--- src/rtl/eq_fir_sequencer.sv ---
// Frame sequencer for the equalizer FIR bands: sweeps the sample queue oldest-to-newest,
// waits out the filter pipeline, then pulses out_vld; flags samples arriving mid-frame.
module eq_fir_sequencer #(
  parameter int unsigned ADDR_W = 10,
  parameter int unsigned TAPS   = 1021,
  parameter int unsigned LAT    = 2,
  parameter int unsigned CNT_W  = 16
) (
  input  logic              clk,
  input  logic              rst,
  input  logic              en,
  input  logic              new_smpl,
  input  logic              q_full,
  input  logic [ADDR_W-1:0] start_ptr,
  input  logic              ovr_clr,
  output logic [ADDR_W-1:0] rd_addr,
  output logic              seq,
  output logic              busy,
  output logic              out_vld,
  output logic              overrun,
  output logic [CNT_W-1:0]  frame_cnt
);

  localparam int unsigned LAT_W = (LAT > 1) ? $clog2(LAT) : 1;

  typedef enum logic [1:0] {IDLE, RUN, DRAIN, DONE} state_t;

  state_t            state, state_n;
  logic [ADDR_W-1:0] tap_cnt, tap_cnt_n;
  logic [ADDR_W-1:0] rd_addr_n;
  logic [LAT_W-1:0]  lat_cnt, lat_cnt_n;
  logic [CNT_W-1:0]  frame_cnt_n;
  logic              seq_n, busy_n, out_vld_n, overrun_n;

  // State and registered outputs
  always_ff @(posedge clk or posedge rst) begin
    if (rst) begin
      state     <= IDLE;
      tap_cnt   <= '0;
      lat_cnt   <= '0;
      rd_addr   <= '0;
      seq       <= 1'b0;
      busy      <= 1'b0;
      out_vld   <= 1'b0;
      overrun   <= 1'b0;
      frame_cnt <= '0;
    end else begin
      state     <= state_n;
      tap_cnt   <= tap_cnt_n;
      lat_cnt   <= lat_cnt_n;
      rd_addr   <= rd_addr_n;
      seq       <= seq_n;
      busy      <= busy_n;
      out_vld   <= out_vld_n;
      overrun   <= overrun_n;
      frame_cnt <= frame_cnt_n;
    end
  end

  // Next state and next output values
  always_comb begin
    state_n     = state;
    tap_cnt_n   = tap_cnt;
    lat_cnt_n   = lat_cnt;
    rd_addr_n   = rd_addr;
    frame_cnt_n = frame_cnt;

    case (state)
      IDLE: begin
        if (new_smpl && q_full && en) begin
          state_n   = RUN;
          rd_addr_n = start_ptr;
          tap_cnt_n = '0;
        end
      end
      RUN: begin
        // last tap: address is held so it stays at the newest sample after seq falls
        if (tap_cnt == ADDR_W'(TAPS - 1)) begin
          state_n   = DRAIN;
          lat_cnt_n = '0;
        end else begin
          rd_addr_n = rd_addr + ADDR_W'(1);
          tap_cnt_n = tap_cnt + ADDR_W'(1);
        end
      end
      DRAIN: begin
        if (lat_cnt == LAT_W'(LAT - 1)) begin
          state_n     = DONE;
          frame_cnt_n = frame_cnt + CNT_W'(1);
        end else begin
          lat_cnt_n = lat_cnt + LAT_W'(1);
        end
      end
      DONE:    state_n = IDLE;
      default: state_n = IDLE;
    endcase

    seq_n     = (state_n == RUN);
    busy_n    = (state_n != IDLE);
    out_vld_n = (state_n == DONE);

    // a dropped sample outranks a same-cycle clear
    if (new_smpl && busy)
      overrun_n = 1'b1;
    else if (ovr_clr)
      overrun_n = 1'b0;
    else
      overrun_n = overrun;
  end

endmodule

--- config.mk ---
export PLATFORM = sky130hd
export DESIGN_NAME = eq_fir_sequencer
export DESIGN_NICKNAME = d
export VERILOG_FILES = /design/src/rtl/eq_fir_sequencer.sv
export SDC_FILE = /design/constraint.sdc
export NUM_CORES = 1
export LEC_CHECK = 0
export CAP_MARGIN = 0
export CORE_ASPECT_RATIO = 0.8
export CORE_MARGIN = 5
export CORE_UTILIZATION = 46
export CTS_CLUSTER_DIAMETER = 100
export DETAILED_ROUTE_END_ITERATION = 7
export GPL_TIMING_DRIVEN = 0
export PLACE_DENSITY = 0.83
export RECOVER_POWER = 50
export SLEW_MARGIN = 10
export SYNTH_ARGS = -nofsm -noshare
export SYNTH_HDL_FRONTEND = slang
export SYNTH_SLANG_ARGS = --single-unit
--- constraint.sdc ---
create_clock -name clk -period 1.7 [get_ports clk]
set_input_delay 0.51 -clock clk [delete_from_list [all_inputs] [get_ports clk]]
set_output_delay 0.51 -clock clk [all_outputs]
set_load 0.01 [all_outputs]
**Word level (Yosys, flattened, before mapping)**

Cells that the tools add are included.

- Logic and storage cells: 48
- Register bits: 43
- Output and inout bits: 30
- Bits of input ports: 16

- Equal/unequal tests: 9
- Muxes and demuxes: 15
- Reduce and logical (&&, ||, !) cells: 11
- Add/subtract/negate cells: 4

Operators with widths:

| kind | number |
|---|---|
| two-way mux 10 bit | 4 |
| case mux 10 bit (2 select lines) | 2 |
| adder 10 x 1 -> 10 bit (second input constant) | 2 |
| adder 16 x 1 -> 16 bit (second input constant) | 1 |
| == test 10 bit (second input constant) | 1 |
| case mux 2 bit (4 select lines) | 1 |
| nonzero test 2 bit | 4 |
| == test 2 bit (second input constant) | 3 |
| two-way mux 2 bit | 3 |
| != test 2 bit (second input constant) | 3 |
| == test 2 x 1 -> 1 bit (second input constant) | 2 |
| two-way mux 1 bit | 4 |
| AND reduction 2 bit | 2 |
| logical AND 1 bit | 3 |
| AND reduction 3 bit | 1 |
| zero test 2 bit | 1 |
| case mux 1 bit (2 select lines) | 1 |
| adder 1 bit (second input constant) | 1 |

**Logic depth before layout (Yosys ltp)**

- Depth after elaboration: 5
- Mapped depth: 8
- Mapped depth without buffers: 7

**Worst setup path after synthesis**

No wires, ideal clock.

- Path kind: flip-flop to flip-flop
- Start point: register tap_cnt[0]
- End point: register rd_addr[0]
- Arrival time: 1.452 ns
- Path slack: 0.122 ns
- Period minus slack after synthesis: 1.578 ns
- Cell stages (with the launch flop): 8
- Path buffers: 0
- Cell sequence: dfrtp_1 -> inv_1 -> ha_1 -> and4_4 -> nand4_4 -> nand2_4 -> inv_4 -> a311o_1

- Longest elaborated chain between the ends: 3

Ends and longest elaborated chain:

| what | RTL line | RTL |
|---|---|---|
| from (decl) | 29 | `logic [ADDR_W-1:0] tap_cnt, tap_cnt_n;` |
| from (signal assigned) | 49 | `tap_cnt <= tap_cnt_n;` |
| == test 10 bit | 78 | `if (tap_cnt == ADDR_W'(TAPS - 1)) begin` |
| != test 2 bit (no source line) | -- |  |
| AND reduction 3 bit (no source line) | -- |  |
| to (signal assigned) | 51 | `rd_addr <= rd_addr_n;` |
| to (decl) | 16 | `output logic [ADDR_W-1:0] rd_addr,` |

No other way between the ends.
A chain may end at the register's enable or synchronous reset.

**Worst setup path in the final report**

- Start point: input port new_smpl
- End point: register tap_cnt[0]

- Longest elaborated chain between the ends: 4

Ends and longest elaborated chain:

| what | RTL line | RTL |
|---|---|---|
| from (decl) | 12 | `input logic new_smpl,` |
| logical AND 1 bit (2 in series) | 70 | `if (new_smpl && q_full && en) begin` |
| != test 2 bit (no source line) | -- |  |
| AND reduction 3 bit (no source line) | -- |  |

No other way between the ends.

==> impl_metrics.csv <==
group,metric,value,unit
routing,dr.pass1.iters,4,
timing,finalMaxSlewViolations,0,
logic_synthesis,ys_ff_latch,43,
outcome,outcome,"complete, no violations",
final_layout,final_cell_mix,"38 x dfrtp_1, 28 x dlygate4sd2_1, 20 x buf_4, 18 x nand2_1",
timing,setup_tns,0,ns
final_layout,layout_commonest_cell,"dfrtp_1",
clock_tree,clk_pin_slew,0.08,ns
worst_setup_path,worstSetupStartpointType,"input port",
worst_setup_path,slowest_stage,"clkdlybuf4s50_1",
logic_synthesis,synth_cell_type_count,46,
pwr,netSwitchingFraction,22.5,%
pwr,powerDensity,582,nW/µm²
worst_setup_path,cp-end-kind,"flip-flop",
routing,ant_nets,0,
routing,drtIter0Drc,106,
logic_synthesis,yosysSeqAreaShare,49.0,%
timing,slew_headroom,66.8,%
timing,period_share,99.0,%
global_route,grt_max_degree,33,
pwr,p_leak,1.45,nW
hold_path,min_path_type,"flip-flop to flip-flop",
placed_design,dp_hpwl,3620,µm
placed_design,port_buffers,45,
logic_synthesis,syn_nets,234,
final_layout,layout.nets,306,
timing,max_clock_freq,0.594,GHz
pwr,pwr-share-comb,3.7,%
clock_tree,numCtsBuffers,5,
final_layout,area_delta_synth_final,36.0,%
clock_tree,clkLatencyLatePin,0.30,ns
global_route,grt_pass1_wl,9170,µm
routing,wl_per_cell,15.5,µm
floorplanning,dieWidth,87.2,µm
clock_tree,root_buffer,"clkbuf_8",
global_route,use_met1,24.3,%
clock_tree,clockBufferDepth,2,
placed_design,placedInstanceArea,2740,µm²
routing,wirelength,5370,µm
final_layout,drive_above_1_share,20.6,%
logic_synthesis,avgSynthCellArea,10.3,µm²
worst_setup_path,worstSetupPathType,"input port to flip-flop",
final_layout,num_antenna_cells,0,
timing,rsz0062_at_grt,"yes",
global_route,grt-ovfl-total,0,
routing,vias,1942,
logic_synthesis,ys.warnings.count,0,
global_route,gr-usage-met2,29.1,%
routing,viasPerCell,5.60,
floorplanning,dieArea,6260,µm²
floorplanning,die_h,71.8,µm
routing,drc,0,
timing,finalSetupViolations,0,
placed_design,globalplace.congestion,0.899,
worst_setup_path,arrival,1.87,ns
floorplanning,num_rows,22,
pwr,p_int,0.00135,W
worst_setup_path,worst-path-max-fanout,5,
pwr,power.switching,0.000391,W
floorplanning,io_pins,46,
clock_tree,htree_levels,2,
clock_tree,cts.sinks,43,
final_layout,utilization,64.9,%
pwr,ir_worst_vdd,0.390,mV
logic_synthesis,syn-cell-area,2190,µm²
timing,finalWorstPathRequiredPeriod,1.68,ns
logic_synthesis,synth_top_area_cell,"dfrtp_1",
pwr,p_seq_share,58.9,%
final_layout,final_area,2990,µm²
timing,finClkSkew,0.00662,ns
global_route,use_met3,4.71,%
logic_synthesis,syn-instance-count,214,
pwr,power.share.clock,37.4,%
global_route,grt-busiest-layer,"met2",
worst_setup_path,crit_chain,"clkdlybuf4s50_1 > a31oi_2 > nor2_2 > nand2_4 > buf_4 > mux2_2",
clock_tree,cts_tree,"done",
worst_setup_path,worstPathRequired,1.88,ns
logic_synthesis,yosys-top-cells-area,"dfrtp_1 49%, xnor2_1 4.0%, a31oi_1 3.7%",
flow_run,max_cap_viol_count,0,
global_route,grt_antenna_before_repair,0,
timing,hold_viol,0,
global_route,grt_usage,18.5,%
global_route,grt_pass1_vias,1875,
worst_setup_path,slowest_delay,0.49,ns
floorplanning,core,4600,µm²
logic_synthesis,yosys.area.top_type_share,49.0,%
floorplanning,initial_core_util,47.7,%
timing,worstMarginPinSlew,0.498,ns
==> layout make-up <==
cell class,instances,area (µm²)
fill,385,1610
sequential,43,1080
multi-input combinational,151,1060
timing repair buffer,65,578
tap,60,75.1
clock buffer,6,72.6
buffer,9,57.6
inverter,11,43.8
clock inverter,2,12.5
==> Yosys cell counts, drive strengths merged <==
master,count
a21boi,1
a21o,2
a21oi,13
a22o,3
a22oi,1
a311o,1
a31oi,14
a41o,2
and2,1
and2b,2
and3,3
and4,4
and4b,1
buf,7
clkbuf,2
dfrtp,43
ha,4
inv,11
mux2,2
mux2i,2
nand2,19
nand2b,3
nand3,14
nand3b,1
nand4,10
nor2,7
nor3,5
nor3b,1
nor4,2
nor4bb,1
o211ai,1
o21ai,10
o22ai,2
o2bb2ai,1
o32ai,1
xnor2,10
xor2,7
==> sequential cells by signal, indices dropped and copies added (netlist names) <==
signal,cells
frame_cnt,16
rd_addr,10
tap_cnt,10
state,2
busy,1
lat_cnt,1
out_vld,1
overrun,1
seq,1
==> power groups by stage <==
stage               clock network, W  registers, W  logic (W)
floorplan                          0       0.00105  0.0000167
global placement                   0       0.00104  0.0000618
detailed placement                 0       0.00104  0.0000687
CTS                         0.000671       0.00102  0.0000677
global route                0.000709       0.00102  0.0000724
finish                      0.000650       0.00102  0.0000650
==> critical path: cells and delay by family <==
| kind | cells | cell delay (ns) |
|---|---|---|
| AND/OR/NAND/NOR | 2 | 0.33 |
| AO/OA/AOI/OAI | 1 | 0.12 |
| buffers and inverters | 2 | 0.65 |
| multiplexers | 1 | 0.25 |
==> per-layer routing <==
metal | wire, µm | share of wire (%) | up-vias
li1 | - | - | 925
met1 | 2300 | 43 | 941
met2 | 2610 | 49 | 70
met3 | 390 | 7.3 | 6
met4 | 67 | 1.2 | 0
met5 | 0 | 0 | -
==> kinds of logic (layout without fill, tap and decap cells) <==
group,count (synthesis),count (layout),synth area share (%)
AOI/OAI and AO/OA,52,52,15.8
buffers and inverters,20,93,4.22
adders and majority gates,4,4,2.28
muxes,4,4,1.94
xor gates and xnor gates,17,17,6.78
and+or+nand+nor,74,74,20.0
DFF,43,43,49.0
==> metrics by stage <==
stage,cells,setup WS [ns],hold slack (ns),total power [W]
finish,347,0.0167,0.470,0.00174
detailed placement,320,-0.377,0.461,0.00111
global route,347,-0.0330,0.503,0.00181
floorplan,214,0.122,0.450,0.00106
global placement,319,-0.709,0.457,0.00111
CTS,339,0.000108,0.460,0.00176
==> path summary, 6_finish.rpt <==
| kind | cells after the start | slack (ns) | to | start |
|---|---|---|---|---|
| max | 6 | 0.02 | tap_cnt[0] | new_smpl |
| min | 1 | 0.47 | frame_cnt[15] | frame_cnt[15] |
| max reg2reg | 7 | 0.07 | rd_addr[0] | tap_cnt[0] |
| min reg2reg | 1 | 0.47 | frame_cnt[15] | frame_cnt[15] |
| max in group asynchronous | 3 | 0.48 | rd_addr[0] | rst |
| min in group asynchronous | 2 | 0.67 | frame_cnt[15] | rst |
==> repair_timing <==
item / in CTS / in global routing
buffers inserted: 11 / 8
resized for setup: 33 / 16
hold buffers: 0 / 0
pin swaps: 1 / 4
setup endpoints to repair: 35 / 15
(Power assumes the default switching activity.)
